===== src/rtl/control_sequencer.sv =====
// SAP-1 control sequencer: T-state counter, opcode decode, and the control word.
// Control word is combinational from the current step; the step advances once per enabled edge.
// clk_en low freezes step and halt; HLT freezes the step at T2 until reset. Macro: SAP1_COND_JUMP_EN.
module control_sequencer #(
  parameter int OPCODE_WIDTH = 4
) (
  input  logic                    clk,
  input  logic                    i_rst_n,
  input  logic                    clk_en,
  input  logic [OPCODE_WIDTH-1:0] i_opcode,
  input  logic                    i_flag_zero,
  input  logic                    i_flag_carry,
  output logic [2:0]              o_tstate,
  output logic                    o_halt,
  output logic                    o_pc_out,
  output logic                    o_pc_inc,
  output logic                    o_pc_load,
  output logic                    o_mar_load,
  output logic                    o_ram_out,
  output logic                    o_ram_load,
  output logic                    o_ir_load,
  output logic                    o_ir_out,
  output logic                    o_a_load,
  output logic                    o_a_out,
  output logic                    o_b_load,
  output logic                    o_alu_out,
  output logic                    o_alu_sub,
  output logic                    o_out_load
);

  typedef enum logic [2:0] {
    T0 = 3'd0,
    T1 = 3'd1,
    T2 = 3'd2,
    T3 = 3'd3,
    T4 = 3'd4
  } step_t;

  localparam logic [OPCODE_WIDTH-1:0] OP_LDA = OPCODE_WIDTH'(4'b0000);
  localparam logic [OPCODE_WIDTH-1:0] OP_ADD = OPCODE_WIDTH'(4'b0001);
  localparam logic [OPCODE_WIDTH-1:0] OP_SUB = OPCODE_WIDTH'(4'b0010);
  localparam logic [OPCODE_WIDTH-1:0] OP_JMP = OPCODE_WIDTH'(4'b0011);
  localparam logic [OPCODE_WIDTH-1:0] OP_JZ  = OPCODE_WIDTH'(4'b0100);
  localparam logic [OPCODE_WIDTH-1:0] OP_JC  = OPCODE_WIDTH'(4'b0101);
  localparam logic [OPCODE_WIDTH-1:0] OP_LDI = OPCODE_WIDTH'(4'b0110);
  localparam logic [OPCODE_WIDTH-1:0] OP_STA = OPCODE_WIDTH'(4'b0111);
  localparam logic [OPCODE_WIDTH-1:0] OP_OUT = OPCODE_WIDTH'(4'b1110);
  localparam logic [OPCODE_WIDTH-1:0] OP_HLT = OPCODE_WIDTH'(4'b1111);

  step_t step_q, step_d;
  logic  halt_q, halt_d;

  always_ff @(posedge clk) begin
    if (!i_rst_n) begin
      step_q <= T0;
      halt_q <= 1'b0;
    end else if (clk_en) begin
      step_q <= step_d;
      halt_q <= halt_d;
    end
  end

`ifndef SAP1_COND_JUMP_EN
  // Flags only matter to conditional jumps; keep them visibly consumed.
  logic unused_flags;
  assign unused_flags = i_flag_zero ^ i_flag_carry;
`endif

  always_comb begin
    step_d     = T0;
    halt_d     = halt_q;
    o_pc_out   = 1'b0;
    o_pc_inc   = 1'b0;
    o_pc_load  = 1'b0;
    o_mar_load = 1'b0;
    o_ram_out  = 1'b0;
    o_ram_load = 1'b0;
    o_ir_load  = 1'b0;
    o_ir_out   = 1'b0;
    o_a_load   = 1'b0;
    o_a_out    = 1'b0;
    o_b_load   = 1'b0;
    o_alu_out  = 1'b0;
    o_alu_sub  = 1'b0;
    o_out_load = 1'b0;

    if (halt_q) begin
      step_d = step_q;
    end else begin
      case (step_q)
        T0: begin
          o_pc_out   = 1'b1;
          o_mar_load = 1'b1;
          step_d     = T1;
        end
        T1: begin
          o_ram_out = 1'b1;
          o_ir_load = 1'b1;
          o_pc_inc  = 1'b1;
          step_d    = T2;
        end
        T2: begin
          case (i_opcode)
            OP_LDA, OP_ADD, OP_SUB, OP_STA: begin
              o_ir_out   = 1'b1;
              o_mar_load = 1'b1;
              step_d     = T3;
            end
            OP_JMP: begin
              o_ir_out  = 1'b1;
              o_pc_load = 1'b1;
            end
`ifdef SAP1_COND_JUMP_EN
            OP_JZ: begin
              o_ir_out  = i_flag_zero;
              o_pc_load = i_flag_zero;
            end
            OP_JC: begin
              o_ir_out  = i_flag_carry;
              o_pc_load = i_flag_carry;
            end
`endif
            OP_LDI: begin
              o_ir_out = 1'b1;
              o_a_load = 1'b1;
            end
            OP_OUT: begin
              o_a_out    = 1'b1;
              o_out_load = 1'b1;
            end
            OP_HLT: begin
              halt_d = 1'b1;
              step_d = T2;
            end
            default: ;
          endcase
        end
        T3: begin
          case (i_opcode)
            OP_LDA: begin
              o_ram_out = 1'b1;
              o_a_load  = 1'b1;
            end
            OP_ADD, OP_SUB: begin
              o_ram_out = 1'b1;
              o_b_load  = 1'b1;
              o_alu_sub = (i_opcode == OP_SUB);
              step_d    = T4;
            end
            OP_STA: begin
              o_a_out    = 1'b1;
              o_ram_load = 1'b1;
            end
            default: ;
          endcase
        end
        T4: begin
          if (i_opcode == OP_ADD || i_opcode == OP_SUB) begin
            o_alu_out = 1'b1;
            o_a_load  = 1'b1;
            o_alu_sub = (i_opcode == OP_SUB);
          end
        end
        default: step_d = T0;
      endcase
    end
  end

  assign o_tstate = step_q;
  assign o_halt   = halt_q;

endmodule


===== config.mk =====
export PLATFORM = sky130hd
export DESIGN_NAME = control_sequencer
export DESIGN_NICKNAME = d
export VERILOG_FILES = /design/src/rtl/control_sequencer.sv
export SDC_FILE = /design/constraint.sdc
export NUM_CORES = 1
export LEC_CHECK = 0
export CORE_AREA = 5 5 42 44
export CTS_BUF_LIST = sky130_fd_sc_hd__clkbuf_8
export CTS_CLUSTER_DIAMETER = 40
export CTS_CLUSTER_SIZE = 24
export DETAILED_ROUTE_END_ITERATION = 16
export DIE_AREA = 0 0 47 49
export PLACE_DENSITY = 0.76
export SLEW_MARGIN = 20
export SYNTH_ARGS = -nofsm -noshare
export SYNTH_HDL_FRONTEND = slang
export SYNTH_SLANG_ARGS = --single-unit

===== constraint.sdc =====
create_clock -name clk -period 1.61 [get_ports clk]
set_input_delay 0.4025 -clock clk [delete_from_list [all_inputs] [get_ports clk]]
set_output_delay 0.4025 -clock clk [all_outputs]
set_load 0.005 [all_outputs]

==> results by group <==
GRT
  • Initial antenna violation count: 0
  • Overall routing resource usage: 19.8%
  • Remaining global-route overflow: 0
  • Largest net degree at the start of global routing: 10
  • Vias in the first global route: 728
  • First-pass GRT wire length: 3.37 mm

Setup path
  • R2R depth: 5
  • Crit path from: o_tstate[2]$_SDFFE_PN0P_
  • CP Max Fanout: 5
  • Setup slack, reg-to-reg: 0.12 ns
  • Crit path DAT: 1.37 ns
  • Crit path required time: 1.21 ns
  • Startpoint Class: flip-flop
  • Crit path kind: reg2out
  • Crit path capture: o_a_load
  • Worst r2r src: o_halt$_SDFFE_PN0P_
  • Critical Path End Type: output port
  • FF-to-FF End: o_tstate[2]$_SDFFE_PN0P_

Clock network
  • Cts hold-fix bufs: 0
  • CTS tree: yes
  • Clock latency on the worst-skew pair: 0.22 ns
  • Reg clk slew, reported paths: 0.03 ns
  • Clock Tree Buf Depth: 2
  • CTS Sinks: 4
  • TritonCTS Buffers: 3
  • Root Driver: clkbuf_8
  • H-Tree Depth: 1

Outcome
  • Failing checks: negative setup slack
  • Status: finished with violations

Synth
  • Count of cell types in the netlist: 36
  • Count leader, synth: nor2_1
  • Area share of the largest cell type after synthesis: 16.5%
  • Largest area contributor in the netlist: dfxtp_1
  • Post-synth EDFFs: 0
  • Synthesized area per cell: 7.57 um^2
  • Async S/R FF share, synth: 0%
  • Largest cells by area after synthesis: dfxtp_1 (17%), nand2b_1 (6.5%), nor3_1 (5.2%)
  • Synth cell count leaders: nor2_1 (6), nand2b_1 (5), nor3_1 (5)
  • Top FF cell, synth: dfxtp_1
  • Sequential-to-total area share from yosys stat: 16.5%
  • Syn_nets: 73
  • Cell Area, Synth: 484 um^2
  • Mapped Cells: 64
  • Synthesized flop and latch total: 4
  • Yosys warnings: 0

Routing
  • Routed via count: 731
  • Post-Route WL: 2.29 mm
  • Drt pass-1 iters: 4
  • Final ANT Viol Nets: 0
  • Wire length per cell: 17.8 um
  • Post-DR vias/cell: 5.67
  • 1st-iter DRT viols: 7
  • DRC: 0

Min path
  • Hold Crit Start: i_opcode[1]
  • Hold WC Path Type: in2reg

Final layout
  • Layout area overhead: 120%
  • Post-route cell area: 1060 um^2
  • Ant. Diodes: 0
  • Layout cell share with drive strength beyond 1: 70.8%
  • Fin nets: 124

Power
  • Switching share of power: 28.5%
  • Part of the power in combinational logic: 40.6%
  • Sw power: 0.000154 W
  • Maximum vdd drop: 0.000637 V
  • Clock power share: 39.1%
  • Pwr Density: 507 nW/um^2
  • Tot Pwr: 0.000540 W
  • P_int: 0.000386 W
  • Sequential Power Share: 20.3%
  • P_leak: 0.455 nW

Floorplan
  • Starting Density: 34.6%
  • Die height: 49 um
  • Num ports: 27
  • Cell row count: 14
  • Die X-Extent: 47 um
  • Core area: 1400 um^2
  • Die area: 2300 um^2

Placed design
  • Gpl congestion: 0.879
  • Placed Instance Area: 861 um^2
  • Port Buffers: 24
  • Pre-CTS WS: -0.967 ns
  • Detailed placement HPWL: 1.32 mm

Timing
  • Final setup violation count: 8
  • Achievable frequency: 0.563 GHz
  • Clock Skews: 0.00433 ns
  • RSZ-0062 raised after global routing: true
  • Max-slew violations: 0
  • Final worst slack: -0.165 ns
  • Tcrit/Tclk final: 110%
  • Final min period: 1.77 ns
  • Fin. Hold Viols: 0
  • Worst-margin pin slew: 0.290 ns
  • Slew Limit Headroom: 80.4%

Job
  • Max Cap Viol: 0
==> power groups by stage <==
stage          Clock, W  Combinational (W)  Sequential (W)
6_report       0.000211           0.000219        0.000109
5_1_grt        0.000229           0.000235        0.000110
4_1_cts        0.000215           0.000190        0.000110
3_5_place_dp          0           0.000169        0.000111
3_3_place_gp          0           0.000167        0.000110
2_1_floorplan         0          0.0000747        0.000109
==> worst min path at each step <==
| stage | slack, ns | to | cells after the start |
|---|---|---|---|
| CTS | 0.55 | o_tstate[1]$_SDFFE_PN0P_ | 3 |
| global route | 0.58 | o_tstate[1]$_SDFFE_PN0P_ | 3 |
| floorplan | 0.52 | o_halt$_SDFFE_PN0P_ | 2 |
| finish | 0.56 | o_tstate[1]$_SDFFE_PN0P_ | 3 |
| global placement | 0.63 | o_halt$_SDFFE_PN0P_ | 3 |
| detailed placement | 0.66 | o_halt$_SDFFE_PN0P_ | 3 |
==> stage by stage <==
stage               hold slack (ns)  TNS, ns  util [%]  instances
CTS                           0.553   -0.480      70.4        129
global placement              0.632   -10.30      61.4        119
finish                        0.555   -0.471      76.0        129
detailed placement            0.657   -10.85      61.4        119
global route                  0.579    -1.18      76.0        129
floorplan                     0.515        0         -         64
==> logic make-up (layout without fill, tap and decap cells) <==
| group | count (synthesis) | after routing | synth area share [%] |
|---|---|---|---|
| AOI/OAI and AO/OA | 11 | 11 | 21.2 |
| xor gates and xnor gates | 1 | 1 | 1.81 |
| buffers and inverters | 8 | 57 | 10.1 |
| DFF | 4 | 4 | 16.5 |
| muxes | 1 | 1 | 2.07 |
| and+or+nand+nor | 39 | 39 | 48.3 |
==> critical path, stage by stage (launching register included) <==
cell	delay [ns]
dfxtp_2	0.34
nand2b_4	0.15
or4_4	0.42
o22ai_2	0.10
buf_2	0.14
==> cells in the final DEF, fill, tap and decap left out, drive strengths merged <==
master         count
buf               46
nor2               7
nand2b             5
nor3               5
clkdlybuf4s50      4
nand2              4
dfxtp              4
nand3              3
clkbuf             3
nand3b             2
nor3b              2
nor4               2
dlygate4sd2        2
inv                2
a21oi              2
and2               1
nor4b              1
or2                1
xnor2              1
nor2b              1
mux2i              1
or4                1
o22ai              1
a2111oi            1
a211oi             1
and4b              1
nand4              1
o21ai              1
a31oi              1
and2b              1
nand4b             1
o221ai             1
o32ai              1
o311ai             1
a21boi             1
==> sequential cells by signal (all words and copies together) (netlist names) <==
register,cells
o_halt,1
o_tstate,3
==> layer usage <==
metal  vias up  track usage, %  share of wire, %
met5         -               0                 0
li1        332               -                 -
met4         0            5.53               2.5
met1       362            24.1                41
met3         6            8.12               7.1
met2        31            31.0                50
==> cell type report <==
class | count | area [um^2]
inverters | 2 | 7.51
repair buffers | 52 | 430
clock buffers | 3 | 41.3
flip-flops and latches | 4 | 92.6
fillers | 94 | 337
multi-input cells | 52 | 473
well taps | 16 | 20.0
==> timing repair <==
action / 4_1_cts / 5_1_grt
endpoints found under the setup margin: 17 / 14
buffers inserted: 7 / 1
resized for setup: 107 / 20
pin swaps: 5 / 7
Note: power is estimated with default switching activity, not from simulation.
